$ cat src/rtl/mem_write_monitor_pkg.sv
// rtl/mem_write_monitor_pkg.sv - shared verdict states and default program-check constants
package mem_write_monitor_pkg;

  typedef enum logic [1:0] {
    ST_RUN  = 2'd0,
    ST_PASS = 2'd1,
    ST_FAIL = 2'd2
  } state_e;

  localparam logic [31:0] DEF_PASS_ADDR  = 32'd84;
  localparam logic [31:0] DEF_PASS_DATA  = 32'd7;
  localparam logic [31:0] DEF_ALLOW_ADDR = 32'd80;

  localparam int ENTRY_W = 64;

  function automatic logic [ENTRY_W-1:0] pack_entry(input logic [31:0] addr,
                                                    input logic [31:0] data);
    return {addr, data};
  endfunction

endpackage

$ cat src/rtl/mem_write_monitor_if.sv
// rtl/mem_write_monitor_if.sv - CPU store bus in, logged-store drain stream out
interface mem_write_monitor_if;

  logic        memwrite;
  logic [31:0] dataadr;
  logic [31:0] writedata;

  logic        out_valid;
  logic        out_ready;
  logic [31:0] out_addr;
  logic [31:0] out_data;

  modport master (
    output memwrite,
    output dataadr,
    output writedata,
    output out_ready,
    input  out_valid,
    input  out_addr,
    input  out_data
  );

  modport slave (
    input  memwrite,
    input  dataadr,
    input  writedata,
    input  out_ready,
    output out_valid,
    output out_addr,
    output out_data
  );

endinterface

$ cat src/rtl/mem_write_monitor_store_fifo.sv
// rtl/mem_write_monitor_store_fifo.sv - synchronous store FIFO with registered head entry
module store_fifo #(
  parameter int DEPTH = 8,
  parameter int W     = 64
) (
  input  logic         clk,
  input  logic         reset,
  input  logic         push,
  input  logic [W-1:0] din,
  output logic         full,
  input  logic         pop_req,
  output logic         popping,
  output logic         valid,
  output logic [W-1:0] dout
);

  localparam int AW = $clog2(DEPTH);

  logic [AW:0]  wr_q, rd_q, wr_n, rd_n;
  logic [W-1:0] mem [DEPTH];
  logic [W-1:0] head_q, head_n;
  logic         valid_q;

  assign full    = (wr_q[AW] != rd_q[AW]) && (wr_q[AW-1:0] == rd_q[AW-1:0]);
  assign popping = valid_q && pop_req;
  assign wr_n    = wr_q + {{AW{1'b0}}, push};
  assign rd_n    = rd_q + {{AW{1'b0}}, popping};

  // The next head is either an older stored entry or, when the FIFO drains
  // down to the slot being written right now, the incoming store itself.
  always_comb begin
    head_n = head_q;
    if (rd_n == wr_q) begin
      if (push) begin
        head_n = din;
      end
    end else begin
      head_n = mem[rd_n[AW-1:0]];
    end
  end

  always_ff @(posedge clk or negedge reset) begin
    if (!reset) begin
      wr_q    <= '0;
      rd_q    <= '0;
      valid_q <= 1'b0;
      head_q  <= '0;
    end else begin
      wr_q    <= wr_n;
      rd_q    <= rd_n;
      valid_q <= (wr_n != rd_n);
      head_q  <= head_n;
    end
  end

  always_ff @(posedge clk) begin
    if (push) begin
      mem[wr_q[AW-1:0]] <= din;
    end
  end

  assign valid = valid_q;
  assign dout  = head_q;

endmodule

$ cat src/rtl/mem_write_monitor.sv
// rtl/mem_write_monitor.sv - logs CPU stores into a FIFO and judges pass/fail in hardware
module mem_write_monitor
  import mem_write_monitor_pkg::*;
#(
  parameter int          DEPTH      = 8,
  parameter logic [31:0] PASS_ADDR  = DEF_PASS_ADDR,
  parameter logic [31:0] PASS_DATA  = DEF_PASS_DATA,
  parameter logic [31:0] ALLOW_ADDR = DEF_ALLOW_ADDR,
  parameter int          CNT_W      = 16
) (
  input  logic             clk,
  input  logic             reset,
  mem_write_monitor_if.slave bus,
  output logic             done,
  output logic             pass,
  output logic             fail,
  output logic             overflow,
  output logic [CNT_W-1:0] store_count
);

  state_e               state_q, state_n;
  logic                 observed;
  logic                 push;
  logic                 fifo_full;
  logic                 fifo_popping;
  logic [ENTRY_W-1:0]   head;

  assign observed = bus.memwrite && (state_q == ST_RUN);
  // A full FIFO still accepts the store when the head leaves on the same edge.
  assign push     = observed && (!fifo_full || fifo_popping);

  always_ff @(posedge clk or negedge reset) begin
    if (!reset) begin
      state_q <= ST_RUN;
    end else begin
      state_q <= state_n;
    end
  end

  always_comb begin
    state_n = state_q;
    if (observed) begin
      if (bus.dataadr == PASS_ADDR) begin
        state_n = (bus.writedata == PASS_DATA) ? ST_PASS : ST_FAIL;
      end else if (bus.dataadr != ALLOW_ADDR) begin
        state_n = ST_FAIL;
      end
    end
  end

  always_ff @(posedge clk or negedge reset) begin
    if (!reset) begin
      store_count <= '0;
      overflow    <= 1'b0;
    end else begin
      if (observed && (store_count != {CNT_W{1'b1}})) begin
        store_count <= store_count + 1'b1;
      end
      if (observed && !push) begin
        overflow <= 1'b1;
      end
    end
  end

  store_fifo #(
    .DEPTH (DEPTH),
    .W     (ENTRY_W)
  ) u_store_fifo (
    .clk     (clk),
    .reset   (reset),
    .push    (push),
    .din     (pack_entry(bus.dataadr, bus.writedata)),
    .full    (fifo_full),
    .pop_req (bus.out_ready),
    .popping (fifo_popping),
    .valid   (bus.out_valid),
    .dout    (head)
  );

  assign bus.out_addr = head[63:32];
  assign bus.out_data = head[31:0];

  assign pass = (state_q == ST_PASS);
  assign fail = (state_q == ST_FAIL);
  assign done = pass || fail;

endmodule

$ cat src/flat_wrapper.sv
// flat-port wrapper written by rule: the top's interface ports become plain ports
module mem_write_monitor_flat import mem_write_monitor_pkg::*;
#(
  parameter int          DEPTH      = 8,
  parameter logic [31:0] PASS_ADDR  = DEF_PASS_ADDR,
  parameter logic [31:0] PASS_DATA  = DEF_PASS_DATA,
  parameter logic [31:0] ALLOW_ADDR = DEF_ALLOW_ADDR,
  parameter int          CNT_W      = 16
)
  (clk, reset, done, pass, fail, overflow, store_count, bus_memwrite, bus_dataadr, bus_writedata, bus_out_ready, bus_out_valid, bus_out_addr, bus_out_data);
  mem_write_monitor_if bus_i ();
  input  logic clk;
  input  logic reset;
  output logic done;
  output logic pass;
  output logic fail;
  output logic overflow;
  output logic [CNT_W-1:0] store_count;
  input wire logic [$bits(bus_i.memwrite)-1:0] bus_memwrite;
  input wire logic [$bits(bus_i.dataadr)-1:0] bus_dataadr;
  input wire logic [$bits(bus_i.writedata)-1:0] bus_writedata;
  input wire logic [$bits(bus_i.out_ready)-1:0] bus_out_ready;
  output wire logic [$bits(bus_i.out_valid)-1:0] bus_out_valid;
  output wire logic [$bits(bus_i.out_addr)-1:0] bus_out_addr;
  output wire logic [$bits(bus_i.out_data)-1:0] bus_out_data;
  assign bus_i.memwrite = bus_memwrite;
  assign bus_i.dataadr = bus_dataadr;
  assign bus_i.writedata = bus_writedata;
  assign bus_i.out_ready = bus_out_ready;
  assign bus_out_valid = bus_i.out_valid;
  assign bus_out_addr = bus_i.out_addr;
  assign bus_out_data = bus_i.out_data;
  mem_write_monitor #(.DEPTH(DEPTH), .PASS_ADDR(PASS_ADDR), .PASS_DATA(PASS_DATA), .ALLOW_ADDR(ALLOW_ADDR), .CNT_W(CNT_W)) u_core (.clk(clk), .reset(reset), .bus(bus_i), .done(done), .pass(pass), .fail(fail), .overflow(overflow), .store_count(store_count));
endmodule
$ cat config.mk
export PLATFORM = sky130hd
export DESIGN_NAME = mem_write_monitor_flat
export DESIGN_NICKNAME = d
export VERILOG_FILES = /design/src/rtl/mem_write_monitor_pkg.sv /design/src/rtl/mem_write_monitor_if.sv /design/src/rtl/mem_write_monitor_store_fifo.sv /design/src/rtl/mem_write_monitor.sv /design/src/flat_wrapper.sv
export SDC_FILE = /design/constraint.sdc
export NUM_CORES = 1
export LEC_CHECK = 0
export ABC_CLOCK_PERIOD_IN_PS = 7800
export CAP_MARGIN = 10
export CELL_PAD_IN_SITES_DETAIL_PLACEMENT = 1
export CELL_PAD_IN_SITES_GLOBAL_PLACEMENT = 1
export CORE_MARGIN = 3
export CORE_UTILIZATION = 46
export CTS_CLUSTER_DIAMETER = 120
export DETAILED_ROUTE_END_ITERATION = 10
export PLACE_DENSITY_LB_ADDON = 0.1
export SLEW_MARGIN = 20
export SYNTH_ARGS = -nofsm -noshare
export SYNTH_HDL_FRONTEND = slang
export SYNTH_SLANG_ARGS = --single-unit
$ cat constraint.sdc
create_clock -name clk -period 7.8 [get_ports clk]
set_input_delay 2.34 -clock clk [delete_from_list [all_inputs] [get_ports clk]]
set_output_delay 2.34 -clock clk [all_outputs]
set_load 0.02 [all_outputs]
### After elaboration in Yosys (flattened, before gate mapping)

Memories as Yosys holds them, arrays and structs flattened.
Cells that the tools add are included.
W data, S select, Z words.

| storage, ports and cells | value |
|---|---|
| bits in registers | 92 |
| latch bits | 0 |
| bits in writable memories | 512 |
| bits in read-only memories | 0 |
| input port bits | 68 |
| output and inout bits | 85 |
| word-level logic and storage cells | 42 |
| memories | 1 |

| cells by class | value |
|---|---|
| add/subtract/negate cells | 3 |
| multipliers | 0 |
| div/mod/pow operators | 0 |
| magnitude comparators | 0 |
| eq/ne operators | 11 |
| shifts and indexed selects | 0 |
| multiplexer cells | 7 |
| bitwise logic cells | 0 |
| reduce and logical (&&, ||, !) cells | 13 |

Memories:

| name | depth | width | rd ports | clocked after memory_dff | wr ports | line | text |
|---|---|---|---|---|---|---|---|
| u_core.u_store_fifo.mem | 8 | 64 | 1 | 0 | 1 | mem_write_monitor_store_fifo.sv:20 | `logic [W-1:0] mem [DEPTH];` |

Operators by type and width:

| operator | count |
|---|---|
| $mux W64 | 2 |
| $eq A32 B3 Y1 const B | 1 |
| $eq A32 B7 Y1 const B | 1 |
| $ne A32 B7 Y1 const B | 1 |
| $add A16 B1 Y16 const B | 1 |
| $ne A16 B16 Y1 const B | 1 |
| $add A4 B1 Y4 | 2 |
| $logic_and A1 B1 Y1 | 6 |
| $mux W2 | 3 |
| $eq A4 B4 Y1 | 1 |
| $ne A4 B4 Y1 | 1 |
| $eq A3 B3 Y1 | 1 |
| $eq A2 B1 Y1 const B | 1 |
| $eq A2 B2 Y1 const B | 1 |
| $logic_not A1 Y1 | 2 |
| $logic_not A2 Y1 | 1 |
| $logic_or A1 B1 Y1 | 2 |
| $mux W1 | 2 |
| $ne A2 B1 Y1 const B | 1 |
| $reduce_and A2 Y1 | 1 |
| $reduce_bool A2 Y1 | 1 |
| $ne A1 B1 Y1 | 1 |

### Depth between registers and ports, before layout

Gate-level depths: netlist (run 1).

| logic depth | value |
|---|---|
| depth in word-level cells | 7 |
| depth in mapped cells | 13 |
| depth with buffers taken out | 10 |

### Modules after synthesis

A second synthesis (run 1) with hierarchy kept.

| second synthesis, totals | value |
|---|---|
| cell total of the unflattened synthesis | 1123 |
| area, all modules | 24001.8 µm² |

Modules (own cells, without submodules):

| module | instances | cells an instance | area each (µm²) |
|---|---|---|---|
| store_fifo | 1 | 1010 | 22856.9 |
| mem_write_monitor | 1 | 113 | 1144.8 |

### Least setup slack after synthesis (run 1)

No wires, ideal clock.

| path | value |
|---|---|
| path type | input-to-reg |
| from | input port bus_out_ready |
| to | memory u_core.u_store_fifo.mem[0][0], enable pin |
| library setup time | 0.644 ns |
| data arrival time | 9.082 ns |
| required time | 7.156 ns |
| slack | -1.926 ns |
| stages on the path | 6 |
| buffers on the path | 2 |
| cells stage by stage | and2_1 nor2_1 a21o_1 buf_2 clkbuf_1 nor4_1 |

| on the way | value |
|---|---|
| cells in the longest elaborated chain, start to end | 5 |

RTL lines:

| item | line | text |
|---|---|---|
| from (decl) | flat_wrapper.sv:22 | `input wire logic [$bits(bus_i.out_ready)-1:0] bus_out_ready;` |
| $logic_and A1 B1 Y1 | mem_write_monitor_store_fifo.sv:25 | `assign popping = valid_q && pop_req;` |
| $logic_or A1 B1 Y1 | mem_write_monitor.sv:30 | `assign push = observed && (!fifo_full \|\| fifo_popping);` |
| $logic_and A1 B1 Y1 | mem_write_monitor.sv:30 |  |
| $mux W1 | mem_write_monitor_store_fifo.sv:57 | `if (push) begin` |
| $mux W1 (implied by the code) | mem_write_monitor_store_fifo.sv:58 | `mem[wr_q[AW-1:0]] <= din;` |
| to (decl) | mem_write_monitor_store_fifo.sv:20 |  |

No other way between the ends.

### Worst setup path after layout (run 1)

| path | value |
|---|---|
| from | input port bus_out_ready |
| to | register u_core.u_store_fifo.head_q[34], in the netlist u_core.u_store_fifo.dout[34] |

| on the way | value |
|---|---|
| cells in the longest elaborated chain, start to end | 4 |
| elaborated cells on any way between the ends | 8 |
| those cells by class | 1 x add/sub; 2 x eq/ne; 1 x mux; 3 x reduce/logical; 1 x memory |

RTL lines:

| item | line | text |
|---|---|---|
| $logic_and A1 B1 Y1 (*) | mem_write_monitor_store_fifo.sv:25 |  |
| $add A4 B1 Y4 or $logic_or A1 B1 Y1 (tied branches) | mem_write_monitor_store_fifo.sv:27, mem_write_monitor.sv:30 |  |
| $mem_v2 Z8 W64 (tied with other cells) | n/a |  |
| $mux W64 or $ne A2 B1 Y1 (tied branches) | n/a |  |
| to (signal assigned) | mem_write_monitor_store_fifo.sv:52 | `head_q <= head_n;` |
| to (decl) | mem_write_monitor_store_fifo.sv:21 | `logic [W-1:0] head_q, head_n;` |

Mark *: on every way between the ends. The rest lies on a longest branch, timed or not.
A chain may end at the register's enable or synchronous reset.

==> impl_metrics.yaml, run 1 <==
setup_path:
  worst-path-max-fanout: 128
  cp-start-kind: "input port"
  ff2ff_setup_slack_ns: 4.47
  endpoint_kind: "register"
  reg2reg_depth: 7
  r2r_start: "u_core.u_store_fifo.wr_q[1]"
  critical_path_arrival_ns: 5.51
  crit_type: "in -> reg"
  rr_endpoint: "u_core.u_store_fifo.mem[7][46]"
  worstPathRequired_ns: 8.27
pwr:
  ir_worst_vdd_v: 0.000138
  power_per_cell_area_mw_per_mm2: 237
  p_leak_nw: 9.13
  power_mw: 6.60
clock_tree:
  clk_pin_slew_ns: 0.06
  cts_setup_buffers: 0
  ctsHoldBuffers: 0
  cts_resized: 0
  clock_sink_count: 604
  cts_tree: "done"
  clockBufferDepth: 3
  numCtsBuffers: 67
  cts-root-buf: "clkbuf_16"
  cts_max_level: 3
  clk_latency_ns: 0.59
routing:
  vias: 12400
  wirelength_um: 58700
  ant_nets: 0
  drt_iter0_markers: 992
  drc: 0
  first_pass_iters: 5
  wire_per_inst_um: 27.5
  vias_per_cell: 5.80
sta:
  fin_ws_ns: 2.76
  period_share: 0.646
  holdWs_ns: 0.465
  max_freq_mhz: 198
  tightest_slew_ns: 1.00
  setup_viol: 0
  fin_crit_ns: 5.04
  report.final.slew_viol_count: 0
  rsz0062_at_grt: "false"
  final-hold-violation-count: 0
  fin_skew_ns: 0.0198
  max_slew_margin: 0.333
floorplanning:
  die_width_um: 232
  coreArea_mm2: 0.0503
  die_h_um: 232
  initial_utilization: 0.466
  dieArea_mm2: 0.0537
  rows: 82
  num_io_pins: 153
synthesis:
  synth-seq-cells: 604
  avgSynthCellArea_um2: 19.0
  ys_seq_area_frac: 0.754
  synth_cell_types: 42
  synth_edf_count: 512
  async_flop_share: 0.152
  synthesis.nets: 1311
  ys.flop_type: "edfxtp_1"
  syn_inst: 1235
  syn_area_mm2: 0.0234
  ys_warn_count: 0
global_routing:
  grt_pass1_wl_um: 88700
  gr-total-overflow: 0
  grt.total_usage: 0.223
  antenna_found_initial: 1
  grt_pass1_vias: 13500
  grt_max_degree: 129
finish:
  layout.nets: 1487
  area_growth_pct: 19.1
  multi_input_area_mm2: 0.00549
  ff_latch_area_mm2: 0.0177
  drive_above_1_share: 0.183
  final.fill_count: 4489
min_path:
  min_delay_worst_endpoint: "u_core.overflow"
  hold_depth: 1
  holdCritStartpoint: "u_core.overflow"
  holdCritPathClass: "reg -> reg"
placed_design:
  hpwlAfterDp_um: 32000
  port_buffers: 152
  gp_congestion: 0.708
  dp_slack_ns: 2.29
outcome:
  status: "finished, final reports clean"
flow_run:
  timing.max_cap.violations: 0
synthesized netlist by cell type, types with 2 or more instances:
| cell | instances | area (um2) |
|---|---|---|
| a21o_1 | 2 | 15.0 |
| a21oi_1 | 65 | 325 |
| a22oi_1 | 17 | 128 |
| a32oi_1 | 47 | 412 |
| and2_1 | 2 | 12.5 |
| buf_1 | 9 | 33.8 |
| buf_2 | 36 | 180 |
| buf_4 | 8 | 60.1 |
| clkbuf_1 | 19 | 71.3 |
| dfrtp_1 | 92 | 2300 |
| edfxtp_1 | 512 | 15400 |
| ha_1 | 8 | 100 |
| inv_1 | 5 | 18.8 |
| inv_2 | 2 | 7.51 |
| mux2i_1 | 17 | 170 |
| mux4_2 | 128 | 2880 |
| nand2_1 | 166 | 623 |
| nand2b_1 | 3 | 18.8 |
| nand3_1 | 9 | 45.0 |
| nand4_1 | 6 | 37.5 |
| nand4b_1 | 2 | 17.5 |
| nor2_1 | 10 | 37.5 |
| nor3_1 | 11 | 55.1 |
| nor4_1 | 12 | 75.1 |
| or4_1 | 3 | 22.5 |
| xnor2_1 | 17 | 149 |
| xor2_1 | 12 | 105 |
layout make-up:
type / instances / area share
Sequential cell: 604 / 0.633
Tap cell: 672 / 0.0301
Multi-Input combinational cell: 551 / 0.197
Inverter: 7 / 0.000986
Timing Repair Buffer: 180 / 0.0642
Clock inverter: 19 / 0.00538
Antenna cell: 1 / 0.0000896
Clock buffer: 103 / 0.0693
layer usage:
layer / part of all wire / global-route usage / routed length (um)
met3: 0.056 / 0.0476 / 3290
met5: 0 / 0 / 0
met1: 0.44 / 0.319 / 26000
met4: 0.018 / 0.0548 / 1070
met2: 0.48 / 0.355 / 28300
sequential cells by signal, indices dropped and copies added, names as in the netlist:
signal                     cells
u_core.u_store_fifo.dout      64
u_core.state_q                 2
u_core.u_store_fifo.valid      1
u_core.u_store_fifo.rd_q       4
u_core.overflow                1
u_core.u_store_fifo.wr_q       4
u_core.store_count            16
u_core.u_store_fifo.mem      512
through the flow:
step	util	cell area, um2	std cells	TNS [ns]
after floorplan	-	23400	1235	-41.99
after global placement	0.514	25800	2014	0
after detailed placement	0.514	25800	2014	0
after CTS	0.555	27900	2136	0
after global routing	0.555	27900	2136	0
final	0.555	27900	2137	0
critical path, cell delays in order:
cell             delay [ns]
clkdlybuf4s50_1        0.45
and2_1                 0.19
ha_4                   0.17
ha_4                   0.15
xnor2_4                0.12
buf_4                  0.72
xnor2_1                0.18
nand4b_1               0.18
buf_12                 0.42
a21oi_1                0.09
a22oi_1                0.26
placed cells by master (no fill, tap or decap), types with 6 or more instances in the layout:
master | synthesis | layout
edfxtp_1 | 512 | 512
nand2_1 | 166 | 166
clkdlybuf4s50_1 | 0 | 151
mux4_2 | 128 | 128
dfrtp_1 | 92 | 92
clkbuf_16 | 0 | 69
a21oi_1 | 65 | 65
a32oi_1 | 47 | 47
clkbuf_1 | 19 | 26
buf_4 | 8 | 24
xnor2_1 | 17 | 17
mux2i_1 | 17 | 17
a22oi_1 | 17 | 17
xor2_1 | 12 | 12
nor4_1 | 12 | 11
nand3_1 | 9 | 9
clkinv_2 | 0 | 8
clkbuf_8 | 0 | 8
nor2_1 | 10 | 7
nor3_1 | 11 | 7
nand4_1 | 6 | 6
ha_1 | 8 | 6
power by group:
group / total, mW / switching, mW / internal, mW
combinational: 0.100 / 0.0685 / 0.0316
sequential: 3.50 / 0 / 3.50
clock: 3.00 / 1.25 / 1.75
total: 6.60 / 1.32 / 5.29
worst max path at each step:
stage,end,depth (start not counted),from
detailed placement,u_core.u_store_fifo.mem[7][52],8,bus_out_ready
global route,u_core.u_store_fifo.dout[35],11,bus_out_ready
floorplan,u_core.u_store_fifo.mem[2][0],6,bus_out_ready
finish,u_core.u_store_fifo.dout[34],11,bus_out_ready
CTS,u_core.u_store_fifo.dout[34],11,bus_out_ready
global placement,u_core.u_store_fifo.mem[7][48],8,bus_out_ready
cell families after synthesis:
| group | Yosys count | synth area share |
|---|---|---|
| AND/OR/NAND/NOR | 231 | 0.0431 |
| AO/OA/AOI/OAI | 135 | 0.0390 |
| adder cells (fa/ha/maj) | 8 | 0.00427 |
| XOR/XNOR | 31 | 0.0125 |
| flip-flops | 604 | 0.754 |
| buffers and inverters | 80 | 0.0161 |
| multiplexers | 146 | 0.131 |
(Power assumes the default switching activity.)
==> inputs of run 2 (changes only) <==
--- a/config.mk
+++ b/config.mk
@@ -5,7 +5,7 @@
 export SDC_FILE = /design/constraint.sdc
 export NUM_CORES = 1
 export LEC_CHECK = 0
-export ABC_CLOCK_PERIOD_IN_PS = 7800
+export ABC_CLOCK_PERIOD_IN_PS = 4250
 export CAP_MARGIN = 10
 export CELL_PAD_IN_SITES_DETAIL_PLACEMENT = 1
 export CELL_PAD_IN_SITES_GLOBAL_PLACEMENT = 1
==> constraint.sdc (replaced) <==
create_clock -name clk -period 4.25 [get_ports clk]
set_input_delay 1.275 -clock clk [delete_from_list [all_inputs] [get_ports clk]]
set_output_delay 1.275 -clock clk [all_outputs]
set_load 0.02 [all_outputs]
==> run 2 against run 1 <==
  * Die area did not move
  * Via count is 0.90% higher
  * Critical path depth decreased by 6
  * Sequential share of layout area fell by 0.92 points
  * Count of clock-buffer cells in the layout decreased by 13
  * Combinational power grew 88%
  * Clock skew increased by 0.0055 ns
  * Worst setup slack got worse by 1.9 ns
  * Highest routed layer is now met5
==> impl_metrics.yaml, run 2 (same netlist as run 1, synthesis figures left out) <==
min_path:
  hold_depth: 1
  holdCritPathClass: "reg -> reg"
sta:
  tightest_slew_ns: 0.872
  fin_skew_ns: 0.0253
  fin_crit_ns: 3.36
  rsz0062_at_grt: "false"
  setup_viol: 0
  max_slew_margin: 0.419
  tns_ns: 0
  max_freq_mhz: 298
  final-hold-violation-count: 0
  period_share: 0.791
  report.final.slew_viol_count: 0
setup_path:
  reg2reg_depth: 9
  cp_top_family: "simple AND/OR/NAND/NOR gates"
  cp-start-kind: "input port"
  cpPeakStageDelay_ns: 0.72
  worstPathRequired_ns: 4.67
  endpoint: "u_core.state_q[1]"
  critical_path_arrival_ns: 3.78
  crit_type: "in -> reg"
  cp_cell_sequence: "clkdlybuf4s50_1, nor4_1, nand4_1, or4_1, a21boi_0"
  critPathBufInv: 1
  r2r_start: "u_core.u_store_fifo.wr_q[1]"
  startpoint: "bus_dataadr[13]"
  cp.depth: 5
  cpMaxStageDelayCell: "or4_1"
  worst-path-max-fanout: 10
  rr_endpoint: "u_core.u_store_fifo.valid"
  ff2ff_setup_slack_ns: 1.40
  endpoint_kind: "register"
finish:
  final_common_cell: "edfxtp_1"
  layout.nets: 1505
  finalInstanceArea_mm2: 0.0283
  area_growth_pct: 20.9
  layout_common_cells: "512 x edfxtp_1, 166 x nand2_1, 151 x clkdlybuf4s50_1, 128 x mux4_2, 92 x dfrtp_1"
  largest_reg_flops: 512
  drive_above_1_share: 0.199
global_routing:
  grt_pass1_vias: 13500
  gr-total-overflow: 0
  grt_max_degree: 103
  grt_pass1_wl_um: 88000
  grt.total_usage: 0.223
  antenna_found_initial: 3
clock_tree:
  cts_setup_buffers: 0
  clk_pin_slew_ns: 0.05
  clock_sink_count: 604
  clk_latency_ns: 0.59
  cts_resized: 0
  cts-root-buf: "clkbuf_16"
  numCtsBuffers: 66
  cts_max_level: 3
  clockBufferDepth: 3
  cts_tree: "done"
  ctsHoldBuffers: 0
pwr:
  ir_worst_vdd_v: 0.000323
  p_leak_nw: 9.31
  power_per_cell_area_mw_per_mm2: 433
routing:
  vias: 12500
  vias_per_cell: 5.81
  wirelength_um: 58400
  drt_iter0_markers: 1034
  first_pass_iters: 5
  ant_nets: 0
  wire_per_inst_um: 27.1
  drc: 0
floorplanning:
  num_io_pins: 153
  die_h_um: 232
  initial_utilization: 0.466
  coreArea_mm2: 0.0503
  dieArea_mm2: 0.0537
  rows: 82
  die_width_um: 232
flow_run:
  timing.max_cap.violations: 0
placed_design:
  place_area_mm2: 0.0262
  port_buffers: 152
  gp_congestion: 0.735
  hpwlAfterDp_um: 32700
outcome:
  status: "finished, final reports clean"
-- run 2: cell count changes in the layout (fill, tap and decap cells not counted), moves of 2 or more --
cell       previous run  this run
bufinv_16             1         5
clkinv_2              8        15
nor3_4                1         4
buf_4                24        28
clkbuf_1             26        16
clkbuf_8              8         4
buf_12                5        20
nor3_2                4         1
inv_6                 3         1
-- run 2: how the worst min path moves through the flow --
| stage | from | end | slack, ns |
|---|---|---|---|
| 3_3_place_gp | u_core.overflow | u_core.overflow | 0.48 |
| 6_report | u_core.overflow | u_core.overflow | 0.47 |
| 2_1_floorplan | u_core.state_q[0] | u_core.state_q[0] | 0.48 |
| 5_1_grt | u_core.overflow | u_core.overflow | 0.50 |
| 3_5_place_dp | u_core.overflow | u_core.overflow | 0.47 |
| 4_1_cts | u_core.overflow | u_core.overflow | 0.48 |
-- run 2: power breakdown --
| part | internal [mW] | switching [mW] | leakage, nW | total (mW) |
|---|---|---|---|---|
| Clock | 3.38 | 2.27 | 1.06 | 5.65 |
| Combinational | 0.0632 | 0.125 | 2.38 | 0.188 |
| Sequential | 6.43 | 0 | 5.87 | 6.43 |
| Total | 9.88 | 2.39 | 9.31 | 12.3 |
-- run 2: layout make-up --
| cell class | count | area (um2) |
|---|---|---|
| Fill cell | 4477 | 21900 |
| Sequential cell | 604 | 17700 |
| Multi-Input combinational cell | 551 | 5510 |
| Timing Repair Buffer | 199 | 2120 |
| Clock buffer | 90 | 1870 |
| Tap cell | 672 | 841 |
| Clock inverter | 28 | 275 |
| Inverter | 7 | 27.5 |
| Antenna cell | 1 | 2.50 |
-- run 2: per-stage QoR --
stage | hold slack [ns] | setup slack, ns | utilization | std cells | power [mW]
after floorplan | 0.477 | -0.604 | - | 1235 | 6.56
after global placement | 0.476 | 0.282 | 0.521 | 2033 | 6.74
after detailed placement | 0.472 | 0.302 | 0.521 | 2033 | 6.74
after CTS | 0.484 | 0.890 | 0.563 | 2151 | 12.4
after global routing | 0.503 | 0.813 | 0.563 | 2152 | 12.6
final | 0.475 | 0.890 | 0.563 | 2152 | 12.3
-- run 2: worst register-to-register path: cells and delay by family (launching register included) --
| family | cells | cell delay [ns] |
|---|---|---|
| adders and majority gates | 2 | 0.40 |
| xor gates and xnor gates | 3 | 0.57 |
| DFF | 1 | 0.56 |
| and+or+nand+nor | 2 | 0.80 |
| buffers and inverters | 1 | 0.09 |
| AOI/OAI and AO/OA | 1 | 0.29 |
-- run 2: layer usage --
metal | global-route usage | vias to the layer above | part of all wire
met1 | 0.316 | 6715 | 0.44
met4 | 0.0625 | 4 | 0.024
li1 | - | 5354 | -
met2 | 0.356 | 341 | 0.49
met5 | 0 | - | 0.00057
met3 | 0.0429 | 83 | 0.050
==> inputs of run 3 (changes only) <==
--- a/config.mk
+++ b/config.mk
@@ -5,7 +5,7 @@
 export SDC_FILE = /design/constraint.sdc
 export NUM_CORES = 1
 export LEC_CHECK = 0
-export ABC_CLOCK_PERIOD_IN_PS = 4250
+export ABC_CLOCK_PERIOD_IN_PS = 2950
 export CAP_MARGIN = 10
 export CELL_PAD_IN_SITES_DETAIL_PLACEMENT = 1
 export CELL_PAD_IN_SITES_GLOBAL_PLACEMENT = 1
==> constraint.sdc (replaced) <==
create_clock -name clk -period 2.95 [get_ports clk]
set_input_delay 0.885 -clock clk [delete_from_list [all_inputs] [get_ports clk]]
set_output_delay 0.885 -clock clk [all_outputs]
set_load 0.02 [all_outputs]
==> run 3 against run 2 <==
  * Routed wire length rose by 7.9%
  * Global-route usage up 1.7 points
  * Sequential share of layout area is 3.2 points lower
  * Sequential power up 44%
  * Combinational power increased by 89%
  * Core utilization grew 3.0 points
  * Clock power up 31%
  * Total power is 39% higher
  * Worst hold slack got worse by 0.25 ns
  * Final area up 5.3%
  * Non-clock buffer count grew 149
  * Die area stayed put
  * Critical path type is now reg -> out
==> impl_metrics.yaml, run 3 (same netlist as run 1, synthesis figures left out) <==
placed_design:
  dp_slack_ns: -0.465
  port_buffers: 152
  gp_congestion: 0.731
  hpwlAfterDp_um: 40100
  place_area_mm2: 0.0279
routing:
  vias_per_cell: 5.78
  vias: 13300
  wire_per_inst_um: 27.4
  drc: 0
  first_pass_iters: 5
  wirelength_um: 62900
  drt_iter0_markers: 1099
  ant_nets: 0
setup_path:
  r2r_start: "u_core.u_store_fifo.rd_q[1]"
  rr_endpoint: "u_core.u_store_fifo.dout[10]"
  worstPathRequired_ns: 2.07
  cp-start-kind: "register"
  critical_path_arrival_ns: 1.99
  ff2ff_setup_slack_ns: 0.45
  reg2reg_depth: 7
  crit_type: "reg -> out"
  endpoint_kind: "primary output"
  worst-path-max-fanout: 3
finish:
  layout.nets: 1648
  finalInstanceArea_mm2: 0.0298
  final_common_cell: "edfxtp_1"
  largest_reg_flops: 512
  layout_common_cells: "512 x edfxtp_1, 165 x nand2_1, 151 x clkdlybuf4s50_1, 129 x buf_4, 128 x mux4_2"
  drive_above_1_share: 0.271
  area_growth_pct: 27.3
global_routing:
  grt.total_usage: 0.240
  grt_pass1_wl_um: 94700
  antenna_found_initial: 3
  gr-total-overflow: 0
  grt_pass1_vias: 14500
  grt_max_degree: 65
clock_tree:
  cts-root-buf: "clkbuf_16"
  clk_latency_ns: 0.63
  ctsHoldBuffers: 0
  cts_tree: "done"
  cts_resized: 0
  clockBufferDepth: 3
  clock_sink_count: 604
  cts_setup_buffers: 0
  numCtsBuffers: 60
  clk_pin_slew_ns: 0.06
  cts_max_level: 2
pwr:
  p_leak_nw: 10.1
  ir_worst_vdd_v: 0.000423
  power_per_cell_area_mw_per_mm2: 571
sta:
  max_freq_mhz: 348
  rsz0062_at_grt: "false"
  final-hold-violation-count: 0
  fin_crit_ns: 2.87
  period_share: 0.975
  fin_skew_ns: 0.0265
  max_slew_margin: 0.435
  report.final.slew_viol_count: 0
  tightest_slew_ns: 0.847
  setup_viol: 0
  fin_ws_ns: 0.0752
floorplanning:
  coreArea_mm2: 0.0503
  rows: 82
  die_width_um: 232
  die_h_um: 232
  initial_utilization: 0.466
  dieArea_mm2: 0.0537
  num_io_pins: 153
flow_run:
  timing.max_cap.violations: 0
min_path:
  holdCritPathClass: "in -> async"
outcome:
  status: "finished, final reports clean"
-- run 3: changes by cell type in the layout (fill, tap and decap cells not counted), sizes merged --
cell,previous run,this run
bufinv,5,2
inv,7,5
clkbuf,90,85
clkinv,22,27
buf,48,197
clkinvlp,1,2
-- run 3: through the flow --
step	setup TNS (ns)	hold WS (ns)	total power, mW	utilization	cells
3_5_place_dp	-16.19	0.492	9.79	0.555	2182
5_1_grt	0	0.224	17.6	0.594	2296
2_1_floorplan	-236.41	0.477	9.45	-	1235
6_report	0	0.228	17.0	0.594	2297
4_1_cts	0	0.206	17.2	0.594	2296
3_3_place_gp	-14.55	0.468	9.78	0.555	2182
-- run 3: report_power, final --
part / total, mW / internal [mW] / leakage [nW] / switching [mW]
registers: 9.26 / 9.26 / 5.87 / 0
clock network: 7.41 / 4.22 / 0.952 / 3.19
logic: 0.355 / 0.150 / 3.28 / 0.205
total: 17.0 / 13.6 / 10.1 / 3.40
-- run 3: worst max path at each step --
| stage | startpoint | end | slack, ns | cells past startpoint |
|---|---|---|---|---|
| after global placement | bus_dataadr[13] | u_core.state_q[1] | -0.52 | 8 |
| after global routing | u_core.state_q[0] | done | 0.006 | 3 |
| after detailed placement | bus_dataadr[13] | u_core.state_q[1] | -0.46 | 8 |
| final | u_core.state_q[0] | done | 0.08 | 3 |
| after CTS | u_core.state_q[0] | done | 0.02 | 3 |
| after floorplan | bus_out_ready | u_core.u_store_fifo.mem[0][0] | -1.07 | 6 |
-- run 3: metal layers --
layer	up-vias	wire length, um	track usage
li1	5658	-	-
met2	343	31000	0.392
met3	96	3140	0.0329
met4	2	1370	0.0631
met5	-	11	0
met1	7176	27400	0.344
-- run 3: critical path, stage by stage (launching register included) --
cell and delay [ns]:
dfrtp_1 0.38, inv_1 0.08, ha_1 0.31, clkdlybuf4s50_1 0.61
-- run 3: cell type report --
| cell class | instances | area (um2) |
|---|---|---|
| fillers | 4424 | 20400 |
| flip-flops and latches | 604 | 17700 |
| multi-input cells | 551 | 5530 |
| repair buffers | 348 | 3840 |
| clock buffers | 85 | 1720 |
| well taps | 672 | 841 |
| clock inverters | 29 | 203 |
| inverters | 7 | 28.8 |
| diodes | 1 | 2.50 |
